--- src/rtl/add_group_seq_if.sv ---
// -----------------------------------------------------------------------------
// add_group_seq_if
// Request/response bundle for add_group_seq.
//
// Handshake: a request is taken on a rising clk_p edge where addend_valid_n is
// low and addend_ready is high. Operands and mode_sub only need to be stable
// at that edge. The result strobe sum_valid_n is low for exactly one cycle per
// accepted request, and sum holds its value until the next result.
//
// Signals
//   addend1, addend2 : packed signed operands, element k at [k*IW +: IW]
//   mode_sub         : 0 add, 1 subtract (addend1 - addend2)
//   addend_valid_n   : active-low request
//   addend_ready     : request can be accepted
//   sum              : packed result, element k at [k*OW +: OW]
//   sum_valid_n      : active-low one-cycle result strobe
// Modports: master drives requests, slave is the adder group.
// -----------------------------------------------------------------------------
interface add_group_seq_if #(
    parameter int INPUT_WIDTH  = 8,
    parameter int OUTPUT_WIDTH = INPUT_WIDTH + 1,
    parameter int NUM_ELEM     = 64
);
    logic [INPUT_WIDTH*NUM_ELEM-1:0]  addend1;
    logic [INPUT_WIDTH*NUM_ELEM-1:0]  addend2;
    logic                             mode_sub;
    logic                             addend_valid_n;
    logic                             addend_ready;
    logic [OUTPUT_WIDTH*NUM_ELEM-1:0] sum;
    logic                             sum_valid_n;

    modport master (
        output addend1, addend2, mode_sub, addend_valid_n,
        input  addend_ready, sum, sum_valid_n
    );

    modport slave (
        input  addend1, addend2, mode_sub, addend_valid_n,
        output addend_ready, sum, sum_valid_n
    );
endinterface

--- src/rtl/add_group_seq.sv ---
// -----------------------------------------------------------------------------
// add_group_seq
// Time-multiplexed element-wise add/sub of two packed signed vectors. NUM_LANE
// physical adders are reused over NUM_BEAT = NUM_ELEM/NUM_LANE beats; the whole
// result vector is published at once with a one-cycle active-low strobe.
//
// Ports
//   clk_p       : clock, rising edge
//   rst_n       : asynchronous active-low reset
//   bus         : add_group_seq_if.slave (operands, handshake, result)
//   dbg_state_o : current FSM state (0 IDLE, 1 RUN)
//
// Optional feature: define ADD_GROUP_SAT_EN to clamp every element result to
// the INPUT_WIDTH signed range before it is staged.
// -----------------------------------------------------------------------------
module add_group_seq #(
    parameter int INPUT_WIDTH  = 8,
    parameter int OUTPUT_WIDTH = INPUT_WIDTH + 1,
    parameter int NUM_ELEM     = 64,
    parameter int NUM_LANE     = 16
) (
    input  logic              clk_p,
    input  logic              rst_n,
    add_group_seq_if.slave    bus,
    output logic              dbg_state_o
);
    localparam int IW       = INPUT_WIDTH;
    localparam int OW       = OUTPUT_WIDTH;
    localparam int NUM_BEAT = NUM_ELEM / NUM_LANE;
    localparam int BW       = (NUM_BEAT > 1) ? $clog2(NUM_BEAT) : 1;
    localparam int IDXW     = $clog2(NUM_ELEM) + 1;

    localparam logic [0:0] IDLE = 1'b0;
    localparam logic [0:0] RUN  = 1'b1;

    logic [0:0]            state_q, state_d;
    logic [BW-1:0]         beat_q, beat_d;
    logic [IW*NUM_ELEM-1:0] op1_q, op1_d;
    logic [IW*NUM_ELEM-1:0] op2_q, op2_d;
    logic                  sub_q, sub_d;
    logic [OW*NUM_ELEM-1:0] stage_q, stage_d;
    logic [OW*NUM_ELEM-1:0] sum_q, sum_d;
    logic                  sum_valid_n_q, sum_valid_n_d;

    logic [IDXW-1:0]        lane_idx [NUM_LANE];
    logic signed [OW-1:0]   lane_res [NUM_LANE];

    // Lane g always works on element beat*NUM_LANE + g of the latched operands.
    for (genvar g = 0; g < NUM_LANE; g++) begin : g_lane
        logic signed [OW-1:0] ea, eb, raw;
        assign lane_idx[g] = IDXW'(beat_q) * IDXW'(NUM_LANE) + IDXW'(g);
        assign ea  = {{(OW-IW){op1_q[lane_idx[g]*IW + IW-1]}}, op1_q[lane_idx[g]*IW +: IW]};
        assign eb  = {{(OW-IW){op2_q[lane_idx[g]*IW + IW-1]}}, op2_q[lane_idx[g]*IW +: IW]};
        assign raw = sub_q ? (ea - eb) : (ea + eb);
`ifdef ADD_GROUP_SAT_EN
        localparam logic signed [OW-1:0] SAT_MAX = {{(OW-IW+1){1'b0}}, {(IW-1){1'b1}}};
        localparam logic signed [OW-1:0] SAT_MIN = {{(OW-IW+1){1'b1}}, {(IW-1){1'b0}}};
        assign lane_res[g] = (raw > SAT_MAX) ? SAT_MAX :
                             (raw < SAT_MIN) ? SAT_MIN : raw;
`else
        assign lane_res[g] = raw;
`endif
    end

    always_comb begin
        state_d       = state_q;
        beat_d        = beat_q;
        op1_d         = op1_q;
        op2_d         = op2_q;
        sub_d         = sub_q;
        stage_d       = stage_q;
        sum_d         = sum_q;
        sum_valid_n_d = 1'b1;

        if (state_q == IDLE) begin
            if (!bus.addend_valid_n) begin
                op1_d   = bus.addend1;
                op2_d   = bus.addend2;
                sub_d   = bus.mode_sub;
                beat_d  = '0;
                state_d = RUN;
            end
        end else begin
            for (int i = 0; i < NUM_LANE; i++) begin
                stage_d[lane_idx[i]*OW +: OW] = lane_res[i];
            end
            beat_d = beat_q + 1'b1;
            // stage_d already carries the final beat's slice, so the whole
            // vector is published on this edge.
            if (beat_q == BW'(NUM_BEAT - 1)) begin
                sum_d         = stage_d;
                sum_valid_n_d = 1'b0;
                beat_d        = '0;
                state_d       = IDLE;
            end
        end
    end

    always_ff @(posedge clk_p or negedge rst_n) begin
        if (!rst_n) begin
            state_q       <= IDLE;
            beat_q        <= '0;
            op1_q         <= '0;
            op2_q         <= '0;
            sub_q         <= 1'b0;
            stage_q       <= '0;
            sum_q         <= '0;
            sum_valid_n_q <= 1'b1;
        end else begin
            state_q       <= state_d;
            beat_q        <= beat_d;
            op1_q         <= op1_d;
            op2_q         <= op2_d;
            sub_q         <= sub_d;
            stage_q       <= stage_d;
            sum_q         <= sum_d;
            sum_valid_n_q <= sum_valid_n_d;
        end
    end

    assign bus.addend_ready = (state_q == IDLE);
    assign bus.sum          = sum_q;
    assign bus.sum_valid_n  = sum_valid_n_q;
    assign dbg_state_o      = state_q;
endmodule
--- src/flat_wrapper.sv ---
// flat-port wrapper written by rule: the top's interface ports become plain ports
module add_group_seq_flat 
#(
    parameter int INPUT_WIDTH  = 8,
    parameter int OUTPUT_WIDTH = INPUT_WIDTH + 1,
    parameter int NUM_ELEM     = 64,
    parameter int NUM_LANE     = 16
)
  (clk_p, rst_n, dbg_state_o, bus_addend1, bus_addend2, bus_mode_sub, bus_addend_valid_n, bus_addend_ready, bus_sum, bus_sum_valid_n);
  add_group_seq_if #(.INPUT_WIDTH(INPUT_WIDTH), .OUTPUT_WIDTH(OUTPUT_WIDTH), .NUM_ELEM(NUM_ELEM)) bus_i ();
  input  logic clk_p;
  input  logic rst_n;
  output logic dbg_state_o;
  input wire logic [$bits(bus_i.addend1)-1:0] bus_addend1;
  input wire logic [$bits(bus_i.addend2)-1:0] bus_addend2;
  input wire logic [$bits(bus_i.mode_sub)-1:0] bus_mode_sub;
  input wire logic [$bits(bus_i.addend_valid_n)-1:0] bus_addend_valid_n;
  output wire logic [$bits(bus_i.addend_ready)-1:0] bus_addend_ready;
  output wire logic [$bits(bus_i.sum)-1:0] bus_sum;
  output wire logic [$bits(bus_i.sum_valid_n)-1:0] bus_sum_valid_n;
  assign bus_i.addend1 = bus_addend1;
  assign bus_i.addend2 = bus_addend2;
  assign bus_i.mode_sub = bus_mode_sub;
  assign bus_i.addend_valid_n = bus_addend_valid_n;
  assign bus_addend_ready = bus_i.addend_ready;
  assign bus_sum = bus_i.sum;
  assign bus_sum_valid_n = bus_i.sum_valid_n;
  add_group_seq #(.INPUT_WIDTH(INPUT_WIDTH), .OUTPUT_WIDTH(OUTPUT_WIDTH), .NUM_ELEM(NUM_ELEM), .NUM_LANE(NUM_LANE)) u_core (.clk_p(clk_p), .rst_n(rst_n), .bus(bus_i), .dbg_state_o(dbg_state_o));
endmodule
--- config.mk ---
export PLATFORM = sky130hd
export DESIGN_NAME = add_group_seq_flat
export DESIGN_NICKNAME = d
export VERILOG_FILES = /design/src/rtl/add_group_seq_if.sv /design/src/rtl/add_group_seq.sv /design/src/flat_wrapper.sv
export SDC_FILE = /design/constraint.sdc
export NUM_CORES = 2
export LEC_CHECK = 0
export BUFFER_PORTS_ARGS = -buffer_cell sky130_fd_sc_hd__buf_2
export CAP_MARGIN = 20
export CORE_AREA = 2 2 621 623
export DETAILED_ROUTE_END_ITERATION = 10
export DIE_AREA = 0 0 623 625
export SLEW_MARGIN = 5
export SYNTH_ARGS = -nofsm -noshare
export SYNTH_HDL_FRONTEND = slang
export SYNTH_SLANG_ARGS = --single-unit
--- constraint.sdc ---
create_clock -name clk_p -period 11.15 [get_ports clk_p]
set_clock_uncertainty 0.1 [all_clocks]
set_input_delay 0 -clock clk_p [delete_from_list [all_inputs] [get_ports clk_p]]
set_output_delay 0 -clock clk_p [all_outputs]
set_load 0.01 [all_outputs]
## Word-level counts from Yosys, hierarchy flattened

Index checks and enable logic that the tools add are counted.

- Add/subtract/negate cells: 96
- $mul: 16
- Order comparisons: 16
- Equal/unequal tests: 2
- Shift operators: 64
- Multiplexer cells: 103
- Bitwise operators: 2
- Reductions and logical operators: 2

Operator list:

| kind | number |
|---|---|
| variable part select 512 x 11 -> 8 bit | 30 |
| bitwise mux 576 bit | 16 |
| variable shift 9 x 34 -> 576 bit (first input constant) | 16 |
| variable part select 9 x 34 -> 576 bit | 16 |
| variable part select 512 x 10 -> 8 bit | 2 |
| negation 11 -> 34 bit | 16 |
| less-than comparator 32 x 10 -> 1 bit (second input constant) | 16 |
| subtractor 32 x 1 -> 32 bit (second input constant) | 15 |
| binary-select mux 1 bit (select 9 bit) | 32 |
| adder 10 x 4 -> 11 bit (second input constant) | 15 |
| multiplier 7 x 4 -> 11 bit (second input constant) | 15 |
| adder 9 bit | 16 |
| 2-to-1 mux 9 bit | 16 |
| subtractor 9 bit | 16 |
| adder 6 x 4 -> 7 bit (second input constant) | 8 |
| 2-to-1 mux 1 bit | 36 |
| adder 6 x 3 -> 7 bit (second input constant) | 4 |
| adder 6 x 2 -> 7 bit (second input constant) | 2 |
| subtractor 11 x 1 -> 12 bit (second input constant) | 1 |
| adder 9 x 4 -> 10 bit (second input constant) | 1 |
| adder 6 x 1 -> 7 bit (second input constant) | 1 |
| multiplier 2 x 4 -> 6 bit (second input constant) | 1 |
| 2-to-1 mux 2 bit | 3 |
| AND reduction 2 bit | 2 |
| 4 further kinds | 5 |

- Flip-flop bits (word level): 2181
- Output and inout bits: 579
- Word-level logic and storage cells: 309

## Logic depth before layout (Yosys ltp)

- Depth in word-level cells: 23
- Gate-level depth with buffers: 23
- Mapped depth without buffers: 15

## Least setup slack after synthesis

Ideal clock, no wire load.

- Kind: flip-flop to flip-flop
- Start: register u_core.beat_q[0]
- End: register u_core.stage_q[377]
- Data arrival time: 4.829 ns
- Data required time: 10.929 ns
- Slack: 6.100 ns
- Stages on the path, launching flop included: 22
- Buffers on the path: 7
- Period minus slack after synthesis: 5.050 ns
- Path through: dfrtp_1 -> buf_6 -> buf_12 -> buf_6 -> buf_4 -> buf_4 -> buf_4 -> buf_2 -> mux4_2 -> inv_1 -> ha_1 -> inv_1 -> or4_1 -> nor2_1 -> nor2_1 -> xnor2_1 -> ha_1 -> or3_1 -> a211oi_1 -> nor3_2 -> or2_4 -> a22o_1

- Word-level cells in the longest chain between the ends: 23

Ends and longest elaborated chain:

| item | RTL line | source |
|---|---|---|
| start, declared | add_group_seq.sv:37 | `logic [BW-1:0] beat_q, beat_d;` |
| start signal, assigned | add_group_seq.sv:111 | `beat_q <= beat_d;` |
| adder 6 x 1 -> 7 bit or adder 9 x 4 -> 10 bit (tied branches) | add_group_seq.sv:51, add_group_seq.sv:52, add_group_seq.sv:53 |  |
| adder 10 x 4 -> 11 bit or subtractor 32 x 1 -> 32 bit (tied branches) | add_group_seq.sv:52, add_group_seq.sv:53 |  |
| subtractor 32 x 1 -> 32 bit (tied with other cells) | add_group_seq.sv:52, add_group_seq.sv:53 |  |
| binary-select mux 1 bit (select 9 bit) (tied with other cells) | add_group_seq.sv:52 | `assign ea = {{(OW-IW){op1_q[lane_idx[g]*IW + IW-1]}}, op1_q[lane_idx[g]*IW +: IW]};` |
| 2-to-1 mux 1 bit (implied by the code) (tied with other cells) | add_group_seq.sv:52 |  |
| adder 9 bit (tied with other cells) | add_group_seq.sv:54 | `assign raw = sub_q ? (ea - eb) : (ea + eb);` |
| 2-to-1 mux 9 bit or variable part select 9 x 34 -> 576 bit (tied branches) | add_group_seq.sv:54, add_group_seq.sv:85 |  |
| variable part select 9 x 34 -> 576 bit or bitwise mux 576 bit (tied branches) | add_group_seq.sv:85 | `stage_d[lane_idx[i]*OW +: OW] = lane_res[i];` |
| bitwise mux 576 bit (14 in a row) | add_group_seq.sv:85 |  |
| bitwise mux 576 bit (*) | add_group_seq.sv:85 |  |
| end signal, assigned | add_group_seq.sv:115 | `stage_q <= stage_d;` |
| end, declared | add_group_seq.sv:41 | `logic [OW*NUM_ELEM-1:0] stage_q, stage_d;` |

Every way passes the cells marked *; elsewhere a longest branch is shown, timed or not. The select of a mux whose other input is x is not followed.
A chain may end at the register's enable or synchronous reset.

## Final worst setup path

- Start: register u_core.beat_q[0]
- End: register u_core.stage_q[70]

Same word-level chain as after synthesis.

==> results.md <==
* Run status: completed
* PortBufs at 1606
* Fin nets at between 10k and 15k
* Req. time, crit path at between 10 and 15 ns
* Grt ovf at 0
* Critical Path AT at about 7.2 ns
* Max cap viols at 0
* Fin. max-slew vios at 0
* Yosys top cell by area: dfrtp_1
* Clock Sinks at roughly 2.0k
* CP max FO at 69
* Total track usage at 25.3%
* Worst setup EP type: flip-flop
* Antenna violations before repair at between 200 and 250
* Hold Crit Class: input port to flip-flop
* Seq/Total Area, Yosys at about 55%
* Pre-Repair DR Iteration Count at 7
* Async SR Flop Fraction at 100%
* Die width at approximately 620 µm
* Wire length per cell at 30.6 µm
* Clk buf depth at 4
* Place WS at between 4 and 5 ns
* Vias per cell at about 5
* Syn nets at around 8.9k
* Crit path top cell by count: o21ai_0
* Top-Level Pins at around 1.6k
* Period utilisation layout at 58.3%
* Worst setup path class: flip-flop to flip-flop
* Crit path time final at approximately 6.5 ns
* Post-Route WL at around 510 mm
* YS warnings at 0
* Library cells used by synthesis at 82
* Gpl congestion at between 0.9 and 1
* Synth top area share at between 50% and 60%
* Num CTS Buffers at 234
* Routed vias at 83.7k
* Core Area at around 380000 µm²
* Die Y at 625 µm
* Worst-path clk slew at 0.06 ns
* Mapped Area at roughly 94000 µm²
* CP top delay family: simple AND/OR/NAND/NOR gates
* Vias in the first global route at approximately 84k
* Endpoints failing setup at 0
* First-pass GRT wire length at 689 mm
* Area Overhead vs Synth at 47.1%
* DR DRC count at 0
* EDFF count, synth at 0
* TNS Setup at 0 ns
* CP Launch Type: flip-flop
* Synth top area cells: dfrtp_1, mux2_2, mux4_2
* Fmax at roughly 0.15 GHz
* Synth Flop Type: dfrtp_1
* TritonCTS clock tree: yes
* DR iter-0 viols at around 8.3k
* Clk_lat worst skew at approximately 0.96 ns
* Most common cell in the netlist: dfrtp_1
* Share of layout cells above drive strength 1 at roughly 31%
* Post-route setup slack at ~4.6 ns
* DIE AREA at 389000 µm²
* Rows at 228
* Syn Inst Count at between 7k and 8k
* Largest net degree at the start of global routing at 181
* Post-DRT Antenna Nets at 0
* Post-DP HPWL at roughly 370 mm
* Effective utilization at floorplan at approximately a quarter
* Clock Tree Root: clkbuf_16
* Post-synthesis average cell area at ~12 µm²
* RSZ-0062 raised after global routing: false
* Critical-path cell list: buf_4 -> buf_12 -> mux4_2 -> or2_1 -> o21ai_0 -> xor2_1 -> ha_1 -> nor3b_1 -> a221oi_1 -> nand3_1 -> a22oi_1 -> nor2_1 -> mux2i_1 -> o21ai_0
* Yosys reg bits at about 2.0k
* Final Hold Violating Endpoints at 0
* Bufs and invs on worst path at 2
* H-tree depth at 4
* Slew Limit Headroom at about a fifth
* Top post-synthesis cells by count: dfrtp_1, mux2_2, nor2_1, nand2_1, o21ai_0
* Worst path slowest cell: dfrtp_4
* Worst slew pin tran at 1.17 ns
* Slowest Stage Delay on Critical Path at 0.97 ns
* Post-CTS setup buffer count at 0
## cell usage in the layout, fill, tap and decap left out, types with 38 or more instances in the layout
| cell type | count |
|---|---|
| and3_1 | 91 |
| a21oi_1 | 342 |
| xor2_1 | 38 |
| nand3_1 | 49 |
| dlygate4sd3_1 | 2108 |
| nand2_1 | 485 |
| o21ai_0 | 468 |
| nor2_1 | 750 |
| mux2_2 | 1045 |
| buf_4 | 155 |
| a22o_1 | 315 |
| ha_1 | 150 |
| inv_1 | 126 |
| dfrtp_1 | 2041 |
| or3_1 | 64 |
| diode_2 | 169 |
| xnor2_1 | 91 |
| clkbuf_1 | 47 |
| clkbuf_16 | 234 |
| mux4_2 | 248 |
| xnor2_2 | 40 |
| clkbuf_8 | 45 |
| buf_2 | 1606 |
| a221oi_1 | 204 |
| nor3_1 | 122 |
## registers in the layout (all words and copies together), names as in the netlist
register                cells
u_core.bus.sum_valid_n      1
u_core.sub_q                1
u_core.bus.sum            576
u_core.dbg_state_o          1
u_core.op2_q              512
u_core.beat_q               2
u_core.op1_q              512
u_core.stage_q            441
## stage by stage
step	hold WS (ns)	instances	utilization, %	area [µm²]
finish	0.0290	16700	35.9	138000
global placement	-0.0342	14000	28.1	108000
CTS	0.00431	16500	35.8	137000
floorplan	-0.396	7702	-	93600
detailed placement	-0.0359	14000	28.2	108000
global route	0.0176	16700	35.9	138000
## final timing paths
| path | from | end | slack [ns] | cells past startpoint |
|---|---|---|---|---|
| setup / recovery | u_core.beat_q[0] | u_core.stage_q[70] | 4.65 | 14 |
| hold reg to reg | u_core.bus.sum[9] | u_core.bus.sum[9] | 0.37 | 2 |
| setup reg to reg | u_core.beat_q[0] | u_core.stage_q[70] | 4.65 | 14 |
| min in group asynchronous | rst_n | u_core.bus.sum[531] | 0.37 | 4 |
| max in group asynchronous | rst_n | u_core.op2_q[451] | 8.33 | 6 |
| hold / removal | bus_addend1[184] | u_core.op1_q[184] | 0.03 | 3 |
## worst register-to-register path: stages, from the launching register on
cell and delay (ns):
dfrtp_4 0.97, buf_4 0.48, buf_12 0.46, mux4_2 0.91
or2_1 0.29, o21ai_0 0.21, xor2_1 0.69, ha_1 0.45
nor3b_1 0.17, a221oi_1 0.33, nand3_1 0.58, a22oi_1 0.40
nor2_1 0.10, mux2i_1 0.17, o21ai_0 0.10
## metal layers
metal | wire [µm] | track usage [%] | vias to the layer above
met4 | 39300 | 16.6 | 72
li1 | - | - | 35300
met2 | 228000 | 38.8 | 4329
met5 | 471 | 0.0494 | -
met1 | 202000 | 31.2 | 42600
met3 | 42000 | 6.83 | 1426
## final cells by class
cell class / count / area, µm²
fillers: 36800 / 246000
well taps: 5060 / 6330
clock buffers: 326 / 6650
clock inverters: 95 / 1340
diodes: 169 / 423
repair buffers: 3894 / 30800
multi-input cells: 4984 / 40400
flip-flops and latches: 2046 / 51200
inverters: 136 / 533
## cell families after synthesis
| kind of cell | count (synthesis) | synth area share (%) |
|---|---|---|
| adders and majority gates | 168 | 2.37 |
| muxes | 1315 | 18.9 |
| xor gates and xnor gates | 187 | 1.77 |
| DFF | 2046 | 54.7 |
| buffers and inverters | 672 | 2.87 |
| AOI/OAI and AO/OA | 1557 | 11.1 |
| and+or+nand+nor | 1757 | 8.29 |
## timing repair
action / CTS / global route
gates resized for setup: 0 / 0
hold endpoints to repair: 1844 / 0
hold buffers: 2109 / 0
Power is left out: the tool's default activity adds up to more than one toggle a clock period on the data nets, which glitch-free logic cannot reach.
